File: src/rtl/spi_flash_pkg.sv
// Shared definitions for the SPI NOR flash read engine.
//   - read opcodes for 3- and 4-byte addressing, normal and fast read
//   - engine state enum
//   - SPI mode-0 clock levels (SCK idles low, data launched on the falling
//     edge, captured on the rising edge)
//   - read_opcode(): picks the opcode from the address width / fast-read flag
package spi_flash_pkg;

    localparam logic [7:0] OP_READ       = 8'h03;
    localparam logic [7:0] OP_FAST_READ  = 8'h0B;
    localparam logic [7:0] OP_READ4      = 8'h13;
    localparam logic [7:0] OP_FAST_READ4 = 8'h0C;

    typedef enum logic [2:0] {
        IDLE,
        CMD,
        ADDR,
        DUMMY,
        DATA,
        STALL,
        GAP
    } state_t;

    // Mode 0: CPOL=0, so SCK rests low and the active level is high.
    localparam logic SCK_IDLE   = 1'b0;
    localparam logic SCK_ACTIVE = 1'b1;

    function automatic logic [7:0] read_opcode(input int addr_bits, input bit fast);
        if (addr_bits == 32) return fast ? OP_FAST_READ4 : OP_READ4;
        return fast ? OP_FAST_READ : OP_READ;
    endfunction

endpackage

File: src/rtl/spi_flash_bitclk.sv
// SCK generator for the flash read engine.
// Ports:
//   clk, reset  system clock, synchronous active-high reset
//   en          run the clock (chip select asserted)
//   pause       hold SCK at its idle level without advancing
//   sck         SPI clock, each phase lasts CLK_DIV clk cycles
//   rise_tick   high in the clk cycle whose closing edge raises sck
//   fall_tick   high in the clk cycle whose closing edge lowers sck
module spi_flash_bitclk
    import spi_flash_pkg::*;
#(
    parameter int CLK_DIV = 1
) (
    input  logic clk,
    input  logic reset,
    input  logic en,
    input  logic pause,
    output logic sck,
    output logic rise_tick,
    output logic fall_tick
);

    localparam int CW = (CLK_DIV > 1) ? $clog2(CLK_DIV) : 1;

    logic [CW-1:0] cnt;
    logic          run;
    logic          phase_end;

    assign run       = en && !pause;
    assign phase_end = (cnt == CW'(CLK_DIV - 1));
    assign rise_tick = run && phase_end && (sck == SCK_IDLE);
    assign fall_tick = run && phase_end && (sck == SCK_ACTIVE);

    // Stopping or pausing always parks sck at idle and restarts the phase,
    // so a resumed clock gets a full low phase before its next rising edge.
    always_ff @(posedge clk) begin
        if (reset || !run) begin
            cnt <= '0;
            sck <= SCK_IDLE;
        end else if (phase_end) begin
            cnt <= '0;
            sck <= ~sck;
        end else begin
            cnt <= cnt + CW'(1);
        end
    end

endmodule

File: src/rtl/spi_flash_reader.sv
// SPI NOR flash read engine (mode 0, single I/O). One request produces
// req_len+1 words on a ready/valid stream; a full output stalls SCK.
// Ports:
//   clk, reset            system clock, synchronous active-high reset
//   req_valid/req_ready   request handshake; req_addr, req_len latched on accept
//   out_valid/out_ready   word handshake; out_data first byte in MSBs,
//                         out_last marks word req_len
//   spi_sck, spi_cs_n, spi_mosi, spi_miso   flash pins
module spi_flash_reader
    import spi_flash_pkg::*;
#(
    parameter int ADDR_BITS    = 24,
    parameter int DATA_BYTES   = 4,
    parameter int LEN_BITS     = 8,
    parameter int CLK_DIV      = 1,
    parameter int FAST_READ    = 0,
    parameter int DUMMY_CYCLES = 8,
    parameter int CS_IDLE      = 2
) (
    input  logic                    clk,
    input  logic                    reset,
    input  logic                    req_valid,
    output logic                    req_ready,
    input  logic [ADDR_BITS-1:0]    req_addr,
    input  logic [LEN_BITS-1:0]     req_len,
    output logic                    out_valid,
    input  logic                    out_ready,
    output logic [8*DATA_BYTES-1:0] out_data,
    output logic                    out_last,
    output logic                    spi_sck,
    output logic                    spi_cs_n,
    output logic                    spi_mosi,
    input  logic                    spi_miso
);

    localparam int          WW       = 8 * DATA_BYTES;
    localparam int          TXW      = 8 + ADDR_BITS;
    localparam logic [7:0]  OPCODE   = read_opcode(ADDR_BITS, FAST_READ != 0);
    localparam logic [15:0] CMD_N    = 16'd8;
    localparam logic [15:0] ADDR_N   = 16'(ADDR_BITS);
    localparam logic [15:0] DUMMY_N  = 16'(DUMMY_CYCLES);
    localparam logic [15:0] WORD_N   = 16'(WW);
    localparam logic [15:0] GAP_LAST = 16'((CS_IDLE > 1) ? CS_IDLE - 1 : 0);

    state_t                state;
    logic [TXW-1:0]        tx;        // bits still to send after the one on mosi
    logic [WW-1:0]         rx;
    logic [WW-1:0]         word;
    logic [15:0]           bit_cnt;   // rising edges seen in the current phase
    logic [15:0]           gap_cnt;
    logic [LEN_BITS-1:0]   len;
    logic [LEN_BITS-1:0]   word_cnt;
    logic                  last_word;
    logic                  rise_tick;
    logic                  fall_tick;

    spi_flash_bitclk #(.CLK_DIV(CLK_DIV)) u_bitclk (
        .clk       (clk),
        .reset     (reset),
        .en        (!spi_cs_n),
        .pause     (state == STALL),
        .sck       (spi_sck),
        .rise_tick (rise_tick),
        .fall_tick (fall_tick)
    );

    assign word      = {rx[WW-2:0], spi_miso};
    assign last_word = (word_cnt == len);

    // Bits are counted on rising edges; the falling-edge tick that ends a
    // bit's high phase both captures MISO and launches the next MOSI bit,
    // so phase changes are decided there with bit_cnt already complete.
    always_ff @(posedge clk) begin
        if (reset) begin
            state     <= IDLE;
            req_ready <= 1'b1;
            out_valid <= 1'b0;
            out_last  <= 1'b0;
            out_data  <= '0;
            spi_cs_n  <= 1'b1;
            spi_mosi  <= 1'b0;
            tx        <= '0;
            rx        <= '0;
            bit_cnt   <= '0;
            gap_cnt   <= '0;
            len       <= '0;
            word_cnt  <= '0;
        end else begin
            if (out_valid && out_ready) begin
                out_valid <= 1'b0;
                out_last  <= 1'b0;
            end
            if (rise_tick) bit_cnt <= bit_cnt + 16'd1;
            if (fall_tick) begin
                spi_mosi <= tx[TXW-1];
                tx       <= {tx[TXW-2:0], 1'b0};
            end

            unique case (state)
                IDLE: if (req_valid && req_ready) begin
                    spi_mosi  <= OPCODE[7];
                    tx        <= {OPCODE[6:0], req_addr, 1'b0};
                    len       <= req_len;
                    word_cnt  <= '0;
                    bit_cnt   <= '0;
                    spi_cs_n  <= 1'b0;
                    req_ready <= 1'b0;
                    state     <= CMD;
                end
                CMD: if (fall_tick && bit_cnt == CMD_N) begin
                    bit_cnt <= '0;
                    state   <= ADDR;
                end
                ADDR: if (fall_tick && bit_cnt == ADDR_N) begin
                    bit_cnt <= '0;
                    state   <= (FAST_READ != 0) ? DUMMY : DATA;
                end
                DUMMY: if (fall_tick && bit_cnt == DUMMY_N) begin
                    bit_cnt <= '0;
                    state   <= DATA;
                end
                DATA: if (fall_tick) begin
                    rx <= word;
                    if (bit_cnt == WORD_N) begin
                        bit_cnt <= '0;
                        if (!out_valid || out_ready) begin
                            out_data  <= word;
                            out_valid <= 1'b1;
                            out_last  <= last_word;
                            if (last_word) begin
                                spi_cs_n <= 1'b1;
                                gap_cnt  <= '0;
                                state    <= GAP;
                            end else begin
                                word_cnt <= word_cnt + LEN_BITS'(1);
                            end
                        end else begin
                            // Output still occupied: park with the word in rx.
                            state <= STALL;
                        end
                    end
                end
                STALL: if (out_ready) begin
                    out_data  <= rx;
                    out_valid <= 1'b1;
                    out_last  <= last_word;
                    if (last_word) begin
                        spi_cs_n <= 1'b1;
                        gap_cnt  <= '0;
                        state    <= GAP;
                    end else begin
                        word_cnt <= word_cnt + LEN_BITS'(1);
                        state    <= DATA;
                    end
                end
                GAP: begin
                    if (gap_cnt != GAP_LAST) begin
                        gap_cnt <= gap_cnt + 16'd1;
                    end else if (!out_valid || out_ready) begin
                        // Only go idle once the final word has left too.
                        req_ready <= 1'b1;
                        state     <= IDLE;
                    end
                end
                default: state <= IDLE;
            endcase
        end
    end

endmodule
File: config.mk
export PLATFORM = sky130hd
export DESIGN_NAME = spi_flash_reader
export DESIGN_NICKNAME = d
export VERILOG_FILES = /design/src/rtl/spi_flash_pkg.sv /design/src/rtl/spi_flash_bitclk.sv /design/src/rtl/spi_flash_reader.sv
export SDC_FILE = /design/constraint.sdc
export NUM_CORES = 1
export LEC_CHECK = 0
export CORE_ASPECT_RATIO = 1.5
export CORE_MARGIN = 2
export CORE_UTILIZATION = 56
export DETAILED_ROUTE_END_ITERATION = 7
export GPL_TIMING_DRIVEN = 1
export PLACE_DENSITY = 0.88
export SYNTH_ARGS = -nofsm -noshare
export SYNTH_HDL_FRONTEND = slang
export SYNTH_SLANG_ARGS = --single-unit
File: constraint.sdc
create_clock -name clk -period 2.8 [get_ports clk]
set_input_delay 0.56 -clock clk [delete_from_list [all_inputs] [get_ports clk]]
set_output_delay 0.56 -clock clk [all_outputs]
set_load 0.005 [all_outputs]
==> summary.md, run 1 <==
| Metric | Value |
|---|---|
| Least-Margin Pin Slew | `0.686 ns` |
| Status | `completed` |
| Max Fclk | `384 MHz` |
| Asr flop ratio synth | `0%` |
| Worst clock skew | `0.0134 ns` |
| Critical Path RT | `3.15 ns` |
| Die height | `139 um` |
| Dpl cells | `1036` |
| Clk root buf | `clkbuf_16` |
| Pleak | `2.72 nW` |
| Met3 WL | `691 um` |
| Hold Crit Class | `in2reg` |
| Syn Inst Count | `841` |
| Clock share of power | `37.1%` |
| Total stage count of the critical path | `8` |
| Final setup vio count | `0` |
| Clk buf depth | `2` |
| # diodes | `0` |
| Fin area | `8350 um^2` |
| Ys flop type | `dfxtp_1` |
| Max Slew Vio Count | `0` |
| Fraction of power consumed by sequential logic | `42.1%` |
| Synth Register Bits | `154` |
| Ports | `75` |
| Total track usage | `24.6%` |
| Critical path type | `reg2reg` |
| Yosys warns | `0` |
| Post-route setup TNS | `0 ns` |
| H-tree depth reported by CTS | `4` |
| CP max stage delay | `0.53 ns` |
| CTS tree | `yes` |
| EDFF count, synth | `0` |
| Layout Cells excl Fill | `1068` |
| RSZ-0062 raised after global routing | `false` |
| Vias per Instance | `5.82` |
| Worst-path fanout max | `20` |
| Maximum vdd drop | `520 uV` |
| DR iter-0 viols | `487` |
| Netlist Area Pre-Place | `6850 um^2` |
| Final Core Density | `69.9%` |
| Rows | `49` |
| CP startpoint kind | `flop` |
| Post-DRT Antenna Nets | `0` |
| Cell Chain, Critical Path | `inv_1 > ha_1 > nor4b_2 > nand2_1 > o21a_1 > a211o_2 > or4_1 > a21oi_1` |
| Die X | `94.3 um` |
| Final Hold Fails | `0` |
| WP buf/inv | `1` |
| Hold Path Stages | `2` |
| Pwr Density | `728 nW/um^2` |
| Crit-path slowest cell | `or4_1` |
| Multi-input gate area | `3510 um^2` |
| Net Switching | `1.84 mW` |
| Final period util | `93.0%` |
| GR Overflow Total | `0` |
| Worst hold slack | `0.422 ns` |
| Combinational share of power | `20.8%` |
| First-pass GRT wire length | `26400 um` |
| Die area | `13100 um^2` |
| Largest net degree at the start of global routing | `65` |
| Port bufs | `74` |
| Via count | `6218` |
| Filler instances | `848` |
| Core area | `12000 um^2` |
| Synth cell types | `57` |
| Dominant cells by area after synthesis | `dfxtp_1, nand2_1, nor2_1, a21oi_1, a311oi_1` |
| Seq. cell area | `3080 um^2` |
| Starting Density | `57.3%` |
| Leading area contributor after synthesis | `dfxtp_1` |
| DRC Markers | `0` |
| CTS Sinks | `154` |
| Reg clk slew, reported paths | `0.07 ns` |
| Initial antenna violation count | `0` |
| GPL Wtd Cong | `0.921` |
| Min Clock Period, post-route | `2.60 ns` |
| Wire length on met2 | `8310 um` |
| Wl on met1 | `6380 um` |
| Share of layout cells above drive strength 1 | `7.43%` |
| HPWL Detailed | `9890 um` |
| DR pass1 iterations | `6` |
| WL final | `15800 um` |
| Placed cell areas | `7770 um^2` |
| Syn Nets | `883` |
| Pint | `4.24 mW` |
| WP data arrival | `2.96 ns` |
| Reg2reg path depth | `8` |
| CP delay by family, top | `simple AND/OR/NAND/NOR gates` |
| Yosys top cell area share | `45.0%` |
| Total CTS buffers | `17` |
| Layout Nets | `944` |
| Clock Latency Late Sink | `0.43 ns` |
| Max_cap viols | `0` |
| Relative slew slack | `54.1%` |
| Crit. End Element | `flop` |
| Synthesized area per cell | `8.14 um^2` |
| Sequential fraction of the synthesis area | `45.0%` |
| Switching share of power | `30.3%` |
| Routed WL per cell | `14.8 um` |
| Area Growth Syn to Fin | `22.0%` |
| DR top layer | `met4` |
| Vias in the first global route | `5925` |
-- cell usage in the layout (no fill, tap or decap), drive strengths merged, types with 4 or more instances in the layout --
cell,n
o21ai,13
ha,5
and2,4
a21oi,71
nand2b,6
nor3,6
or4,4
clkbuf,18
nand4,7
dfxtp,154
mux2i,27
or3,7
xor2,12
nand2,189
o31ai,4
a311oi,37
nor4,13
nor2b,5
nor2,99
buf,23
clkdlybuf4s50,73
a211oi,29
xnor2,14
and3,12
nand3,20
inv,19
-- metal layers --
| layer | vias to the layer above | GRT usage (%) |
|---|---|---|
| met2 | 190 | 42.7 |
| met5 | - | 0 |
| met3 | 43 | 5.41 |
| li1 | 3070 | - |
| met4 | 0 | 11.8 |
| met1 | 2915 | 28.3 |
-- power groups by stage --
stage                     clock network (mW)  logic, mW  registers, mW
final                                   2.25       1.26           2.56
after global routing                    2.37       1.39           2.59
after CTS                               2.27       1.25           2.56
after detailed placement                   0       1.23           2.61
after global placement                     0       1.21           2.60
after floorplan                            0      0.815           2.58
-- flip-flops by register name, indices dropped and copies added, names as in the netlist, 3 cells and up --
signal	count
rx	32
out_data	32
gap_cnt	16
state	3
len	8
bit_cnt	16
tx	32
word_cnt	8
-- worst paths after layout --
kind / startpoint / endpoint / slack, ns
setup reg to reg: bit_cnt[0] / gap_cnt[13] / 0.20
setup / recovery: bit_cnt[0] / gap_cnt[13] / 0.20
hold / removal: reset / word_cnt[6] / 0.42
hold reg to reg: tx[0] / tx[0] / 0.44
-- timing repair --
action                                  4_1_cts  5_1_grt
buffers inserted                              0        0
hold buffers                                  0        0
gates resized for setup                       0        1
endpoints found under the setup margin        0        2
-- through the flow --
step / total power, mW / setup WS, ns
2_1_floorplan: 3.39 / 0.522
3_3_place_gp: 3.81 / 0.250
3_5_place_dp: 3.84 / 0.187
4_1_cts: 6.09 / 0.132
5_1_grt: 6.35 / 0.0691
6_report: 6.08 / 0.195
-- synthesized netlist by cell type (all sizes together) (6+ instances only) --
cell / instances
nand2: 189
dfxtp: 154
nor2: 99
a21oi: 71
clkbuf: 44
a311oi: 37
a211oi: 29
mux2i: 27
nand3: 20
xnor2: 14
nor4: 13
o21ai: 13
and3: 12
xor2: 12
inv: 11
buf: 10
nand4: 7
or3: 7
nand2b: 6
nor3: 6
-- kinds of logic after synthesis --
family,share of synthesized area (%)
AO/OA/AOI/OAI,17.7
XOR/XNOR,3.32
adder cells (fa/ha/maj),0.913
buffers and inverters,3.91
flip-flops,45.0
multiplexers,3.95
other,0.0548
AND/OR/NAND/NOR,25.2
-- final cells by class --
cell class | instances | area share, %
inverter | 11 | 0.494
sequential | 154 | 36.9
timing repair buffer | 96 | 11.3
tap | 153 | 2.29
multi-input combinational | 622 | 42.1
clock inverter | 14 | 1.83
clock buffer | 18 | 5.14
No activity file was read; power rests on OpenSTA's default activity.
==> run 2: changes to the inputs <==
--- a/config.mk
+++ b/config.mk
@@ -7,10 +7,10 @@
 export LEC_CHECK = 0
 export CORE_ASPECT_RATIO = 1.5
 export CORE_MARGIN = 2
-export CORE_UTILIZATION = 56
+export CORE_UTILIZATION = 45
 export DETAILED_ROUTE_END_ITERATION = 7
 export GPL_TIMING_DRIVEN = 1
-export PLACE_DENSITY = 0.88
+export PLACE_DENSITY = 0.75
 export SYNTH_ARGS = -nofsm -noshare
 export SYNTH_HDL_FRONTEND = slang
 export SYNTH_SLANG_ARGS = --single-unit
==> summary.md, run 2 (synthesis results as in run 1) <==
| Metric | Value |
|---|---|
| Status | `completed (unchanged)` |
| Critical Path RT | `3.15 ns (about the same)` |
| Worst r2r src | `bit_cnt[0] (unchanged)` |
| HPWL Detailed | `9730 um (was 9890 um)` |
| Clock Latency Late Sink | `0.42 ns (was 0.43 ns)` |
| Reg clk slew, reported paths | `0.07 ns (about the same)` |
| Worst-path fanout max | `13 (was 20)` |
| GR Overflow Total | `0 (unchanged)` |
| Crit-path slowest cell | `a211o_1 (was or4_1)` |
| Max Fclk | `390 MHz (was 384 MHz)` |
| Area Growth Syn to Fin | `22.6% (was 22.0%)` |
| Worst clock skew | `0.0169 ns (was 0.0134 ns)` |
| Hold path start | `tx[0] (was reset)` |
| First-pass GRT wire length | `25700 um (was 26400 um)` |
| CTS Sinks | `154 (unchanged)` |
| Most frequent cells in the layout | `nand2_1, dfxtp_1, nor2_1 (unchanged)` |
| Final setup vio count | `0 (unchanged)` |
| Pwr Density | `719 nW/um^2 (was 728 nW/um^2)` |
| Filler instances | `1409 (was 848)` |
| Leading registers by flop count | `out_data x32, rx x32, tx x32 (unchanged)` |
| Least-Margin Pin Slew | `0.756 ns (was 0.686 ns)` |
| Most common library cell in the layout ignoring fill and taps | `nand2_1 (unchanged)` |
| Core area | `15000 um^2 (was 12000 um^2)` |
| Critical path type | `reg2reg (unchanged)` |
| DR pass1 iterations | `5 (was 6)` |
| Total track usage | `18.9% (was 24.6%)` |
| CTS tree | `yes (unchanged)` |
| H-tree depth reported by CTS | `4 (unchanged)` |
| Largest net degree at the start of global routing | `72 (was 65)` |
| Post-CTS Resized | `0 (unchanged)` |
| Layout Nets | `942 (was 944)` |
| Hold Crit Class | `reg2reg (was in2reg)` |
| Starting Density | `45.7% (was 57.3%)` |
| CP max stage delay | `0.44 ns (was 0.53 ns)` |
| DR iter-0 viols | `397 (was 487)` |
| Pleak | `2.71 nW (was 2.72 nW)` |
| Relative slew slack | `49.6% (was 54.1%)` |
| Cell Chain, Critical Path | `inv_1 > ha_1 > nor4b_2 > nand2_1 > o21a_1 > a211o_1 > buf_4 > or3_1 > a21oi_1 (was inv_1 > ha_1 > nor4b_2 > nand2_1 > o21a_1 > a211o_2 > or4_1 > a21oi_1)` |
| Max_cap viols | `0 (unchanged)` |
| Initial antenna violation count | `0 (unchanged)` |
| Crit. End Element | `flop (unchanged)` |
| Via count | `5974 (was 6218)` |
| Final period util | `91.6% (was 93.0%)` |
| Min Clock Period, post-route | `2.57 ns (was 2.60 ns)` |
| WL final | `14900 um (was 15800 um)` |
| # diodes | `0 (unchanged)` |
| Die area | `16200 um^2 (was 13100 um^2)` |
| CP Launch Point | `bit_cnt[0] (unchanged)` |
| Rows | `55 (was 49)` |
| Ports | `75 (unchanged)` |
| Vias per Instance | `5.37 (was 5.82)` |
| RSZ-0062 raised after global routing | `false (unchanged)` |
| Max Slew Vio Count | `0 (unchanged)` |
| Clk root buf | `clkbuf_16 (unchanged)` |
| Post-CTS Hold Fix Bufs | `0 (unchanged)` |
| Total CTS buffers | `17 (unchanged)` |
| Port bufs | `74 (unchanged)` |
| Worst hold slack | `0.430 ns (was 0.422 ns)` |
| GPL Wtd Cong | `0.864 (was 0.921)` |
| Die height | `155 um (was 139 um)` |
| Final Hold Fails | `0 (unchanged)` |
| Share of layout cells above drive strength 1 | `7.23% (was 7.43%)` |
| Die X | `105 um (was 94.3 um)` |
| DRC Markers | `0 (unchanged)` |
| Clk buf depth | `2 (unchanged)` |
| Vias in the first global route | `5524 (was 5925)` |
| # Post-CTS Setup Buffers | `0 (unchanged)` |
| CP startpoint kind | `flop (unchanged)` |
| Post-DRT Antenna Nets | `0 (unchanged)` |
| Maximum vdd drop | `474 uV (was 520 uV)` |
| Post-route setup TNS | `0 ns (unchanged)` |
| Routed WL per cell | `13.4 um (was 14.8 um)` |
| WP data arrival | `2.92 ns (was 2.96 ns)` |
-- run 2: critical path: cells and delay by family (launching register included) --
kind,cells,cell delay [ns]
AO/OA/AOI/OAI,3,0.94
AND/OR/NAND/NOR,3,0.76
flip-flops,1,0.33
buffers and inverters,2,0.31
adder cells (fa/ha/maj),1,0.14
-- run 2: final timing paths --
kind                      end  slack (ns)  depth (start not counted)
hold reg to reg         tx[0]        0.43                          2
setup / recovery  gap_cnt[14]        0.23                          9
hold / removal          tx[0]        0.43                          2
setup reg to reg  gap_cnt[14]        0.23                          9
-- run 2: final cells by class --
type | instances | area (um^2) | area share (%)
multi-input cells | 622 | 3510 | 41.8
flip-flops and latches | 154 | 3080 | 36.7
repair buffers | 94 | 913 | 10.9
clock buffers | 17 | 425 | 5.06
well taps | 199 | 249 | 2.96
clock inverters | 15 | 174 | 2.07
inverters | 11 | 41.3 | 0.492
-- run 2: per-layer routing --
layer | wire [um] | track usage, %
met5 | 0 | 0
met2 | 7760 | 34.1
met4 | 197 | 5.65
met1 | 6280 | 22.1
met3 | 674 | 4.73
-- run 2: metrics by stage --
step	utilization, %	instances	power, mW	cell area (um^2)	setup WS (ns)
after floorplan	-	841	3.39	6850	0.522
after global placement	52.0	1080	3.81	7800	0.269
after detailed placement	52.0	1080	3.83	7800	0.226
after CTS	56.0	1112	6.10	8400	0.224
after global routing	56.0	1112	6.37	8400	0.0197
final	56.0	1112	6.04	8400	0.234
-- run 2: report_power, final --
part	switching [mW]	total [mW]	internal (mW)
Sequential	0.143	2.56	2.42
Combinational	0.676	1.23	0.550
Clock	1.05	2.25	1.20
==> run 3: changes to the inputs <==
--- a/config.mk
+++ b/config.mk
@@ -10,7 +10,7 @@
 export CORE_UTILIZATION = 45
 export DETAILED_ROUTE_END_ITERATION = 7
 export GPL_TIMING_DRIVEN = 1
-export PLACE_DENSITY = 0.75
+export PLACE_DENSITY = 0.63
 export SYNTH_ARGS = -nofsm -noshare
 export SYNTH_HDL_FRONTEND = slang
 export SYNTH_SLANG_ARGS = --single-unit
==> summary.md, run 3 (synthesis results as in run 1) <==
| Metric | Value |
|---|---|
| CTS tree | `yes (unchanged)` |
| CP startpoint kind | `flop (unchanged)` |
| Final period util | `92.4% (was 91.6%)` |
| Final Hold Fails | `0 (unchanged)` |
| Share of layout cells above drive strength 1 | `7.52% (was 7.23%)` |
| Most common library cell in the layout ignoring fill and taps | `nand2_1 (unchanged)` |
| Maximum vdd drop | `383 uV (was 474 uV)` |
| Clk buf depth | `2 (unchanged)` |
| Filler instances | `1479 (was 1409)` |
| Worst hold slack | `0.439 ns (was 0.430 ns)` |
| Reg clk slew, reported paths | `0.06 ns (was 0.07 ns)` |
| Clk root buf | `clkbuf_16 (unchanged)` |
| Pleak | `2.72 nW (was 2.71 nW)` |
| HPWL Detailed | `10700 um (was 9730 um)` |
| Min Clock Period, post-route | `2.59 ns (was 2.57 ns)` |
| Core area | `15000 um^2 (unchanged)` |
| Layout Nets | `946 (was 942)` |
| Worst r2r src | `bit_cnt[0] (unchanged)` |
| Least-Margin Pin Slew | `0.625 ns (was 0.756 ns)` |
| Most frequent cells in the layout | `nand2_1, dfxtp_1, nor2_1 (unchanged)` |
| CTS Sinks | `154 (unchanged)` |
| Post-CTS Resized | `0 (unchanged)` |
| First-pass GRT wire length | `26000 um (was 25700 um)` |
| Critical Path RT | `3.15 ns (about the same)` |
| # diodes | `0 (unchanged)` |
| Hold Crit Class | `reg2reg (unchanged)` |
| RSZ-0062 raised after global routing | `false (unchanged)` |
| WL final | `15900 um (was 14900 um)` |
| Placed cell areas | `7830 um^2 (was 7800 um^2)` |
| Area Growth Syn to Fin | `22.4% (was 22.6%)` |
| Crit. End Element | `flop (unchanged)` |
| Die area | `16200 um^2 (unchanged)` |
| Relative slew slack | `58.4% (was 49.6%)` |
| Critical path type | `reg2reg (unchanged)` |
| DR iter-0 viols | `242 (was 397)` |
| GPL Wtd Cong | `0.886 (was 0.864)` |
| Largest net degree at the start of global routing | `61 (was 72)` |
| Status | `completed (unchanged)` |
| WP data arrival | `2.94 ns (was 2.92 ns)` |
| Post-route setup TNS | `0 ns (unchanged)` |
| Post-CTS Hold Fix Bufs | `0 (unchanged)` |
| Max Fclk | `387 MHz (was 390 MHz)` |
| Starting Density | `45.7% (unchanged)` |
| GR Overflow Total | `0 (unchanged)` |
| Pwr Density | `715 nW/um^2 (was 719 nW/um^2)` |
| Via count | `6032 (was 5974)` |
| Rows | `55 (unchanged)` |
| Fin area | `8380 um^2 (was 8400 um^2)` |
| Final setup vio count | `0 (unchanged)` |
| Total track usage | `19.4% (was 18.9%)` |
| Routed WL per cell | `14.3 um (was 13.4 um)` |
| Initial antenna violation count | `0 (unchanged)` |
| CP Launch Point | `bit_cnt[0] (unchanged)` |
| Die height | `155 um (unchanged)` |
| Die X | `105 um (unchanged)` |
| # Post-CTS Setup Buffers | `0 (unchanged)` |
| Post-DRT Antenna Nets | `0 (unchanged)` |
| Max_cap viols | `0 (unchanged)` |
| DR pass1 iterations | `6 (was 5)` |
| Worst clock skew | `0.0104 ns (was 0.0169 ns)` |
| Max Slew Vio Count | `0 (unchanged)` |
| Total CTS buffers | `17 (unchanged)` |
| Worst-path fanout max | `20 (was 13)` |
| Hold path start | `tx[0] (unchanged)` |
| Port bufs | `74 (unchanged)` |
| H-tree depth reported by CTS | `4 (unchanged)` |
| Vias in the first global route | `5676 (was 5524)` |
| DRC Markers | `0 (unchanged)` |
| Vias per Instance | `5.41 (was 5.37)` |
| Leading registers by flop count | `out_data x32, rx x32, tx x32 (unchanged)` |
| Clock Latency Late Sink | `0.42 ns (about the same)` |
| Ports | `75 (unchanged)` |
==> run 3: changes by cell type in the layout (fill, tap and decap cells not counted) <==
cell	previous run	this run
buf_4	19	23
clkinvlp_4	2	1
clkinv_8	5	0
clkinv_4	3	2
clkbuf_1	0	1
inv_6	2	7
clkinv_2	0	1
==> run 3: path summary, 6_finish.rpt <==
check                end  slack (ns)  depth (start not counted)
max reg2reg  gap_cnt[13]        0.21                          8
min reg2reg        tx[0]        0.44                          2
max          gap_cnt[13]        0.21                          8
min                tx[0]        0.44                          2
==> run 3: power breakdown <==
group	internal, mW	switching, mW
Sequential	2.42	0.155
Combinational	0.575	0.674
Clock	1.17	1.00
==> run 3: area by class of cell <==
type,count,area [um^2],share of cell area (%)
Timing Repair Buffer,98,943,11.3
Sequential cell,154,3080,36.8
Tap cell,199,249,2.97
Inverter,11,41.3,0.492
Clock inverter,14,125,1.49
Clock buffer,18,429,5.12
Multi-Input combinational cell,622,3510,41.9
==> run 3: worst max-delay path, stage by stage, from the launching register on <==
cell	delay, ns
dfxtp_1	0.33
inv_1	0.09
ha_1	0.15
nor4b_2	0.29
nand2_1	0.16
o21a_1	0.29
a211o_1	0.50
or4_1	0.56
a21oi_1	0.15
==> run 3: routing by layer <==
metal  up-vias  track usage, %  share of wire (%)
li1       3079               -                  -
met2       119            35.0                 51
met5         -               0                  0
met4         0            8.57                2.5
met3        31            4.15                3.3
met1      2803            21.9                 43
==> run 3: per-stage QoR <==
stage               total power [mW]  instances  setup WS, ns  util, %
floorplan                       3.39        841         0.522        -
CTS                             6.06       1116         0.236     55.9
global route                    6.31       1116        0.0349     55.9
global placement                3.85       1084         0.226     52.2
finish                          6.00       1116         0.214     55.9
detailed placement              3.88       1084         0.169     52.2
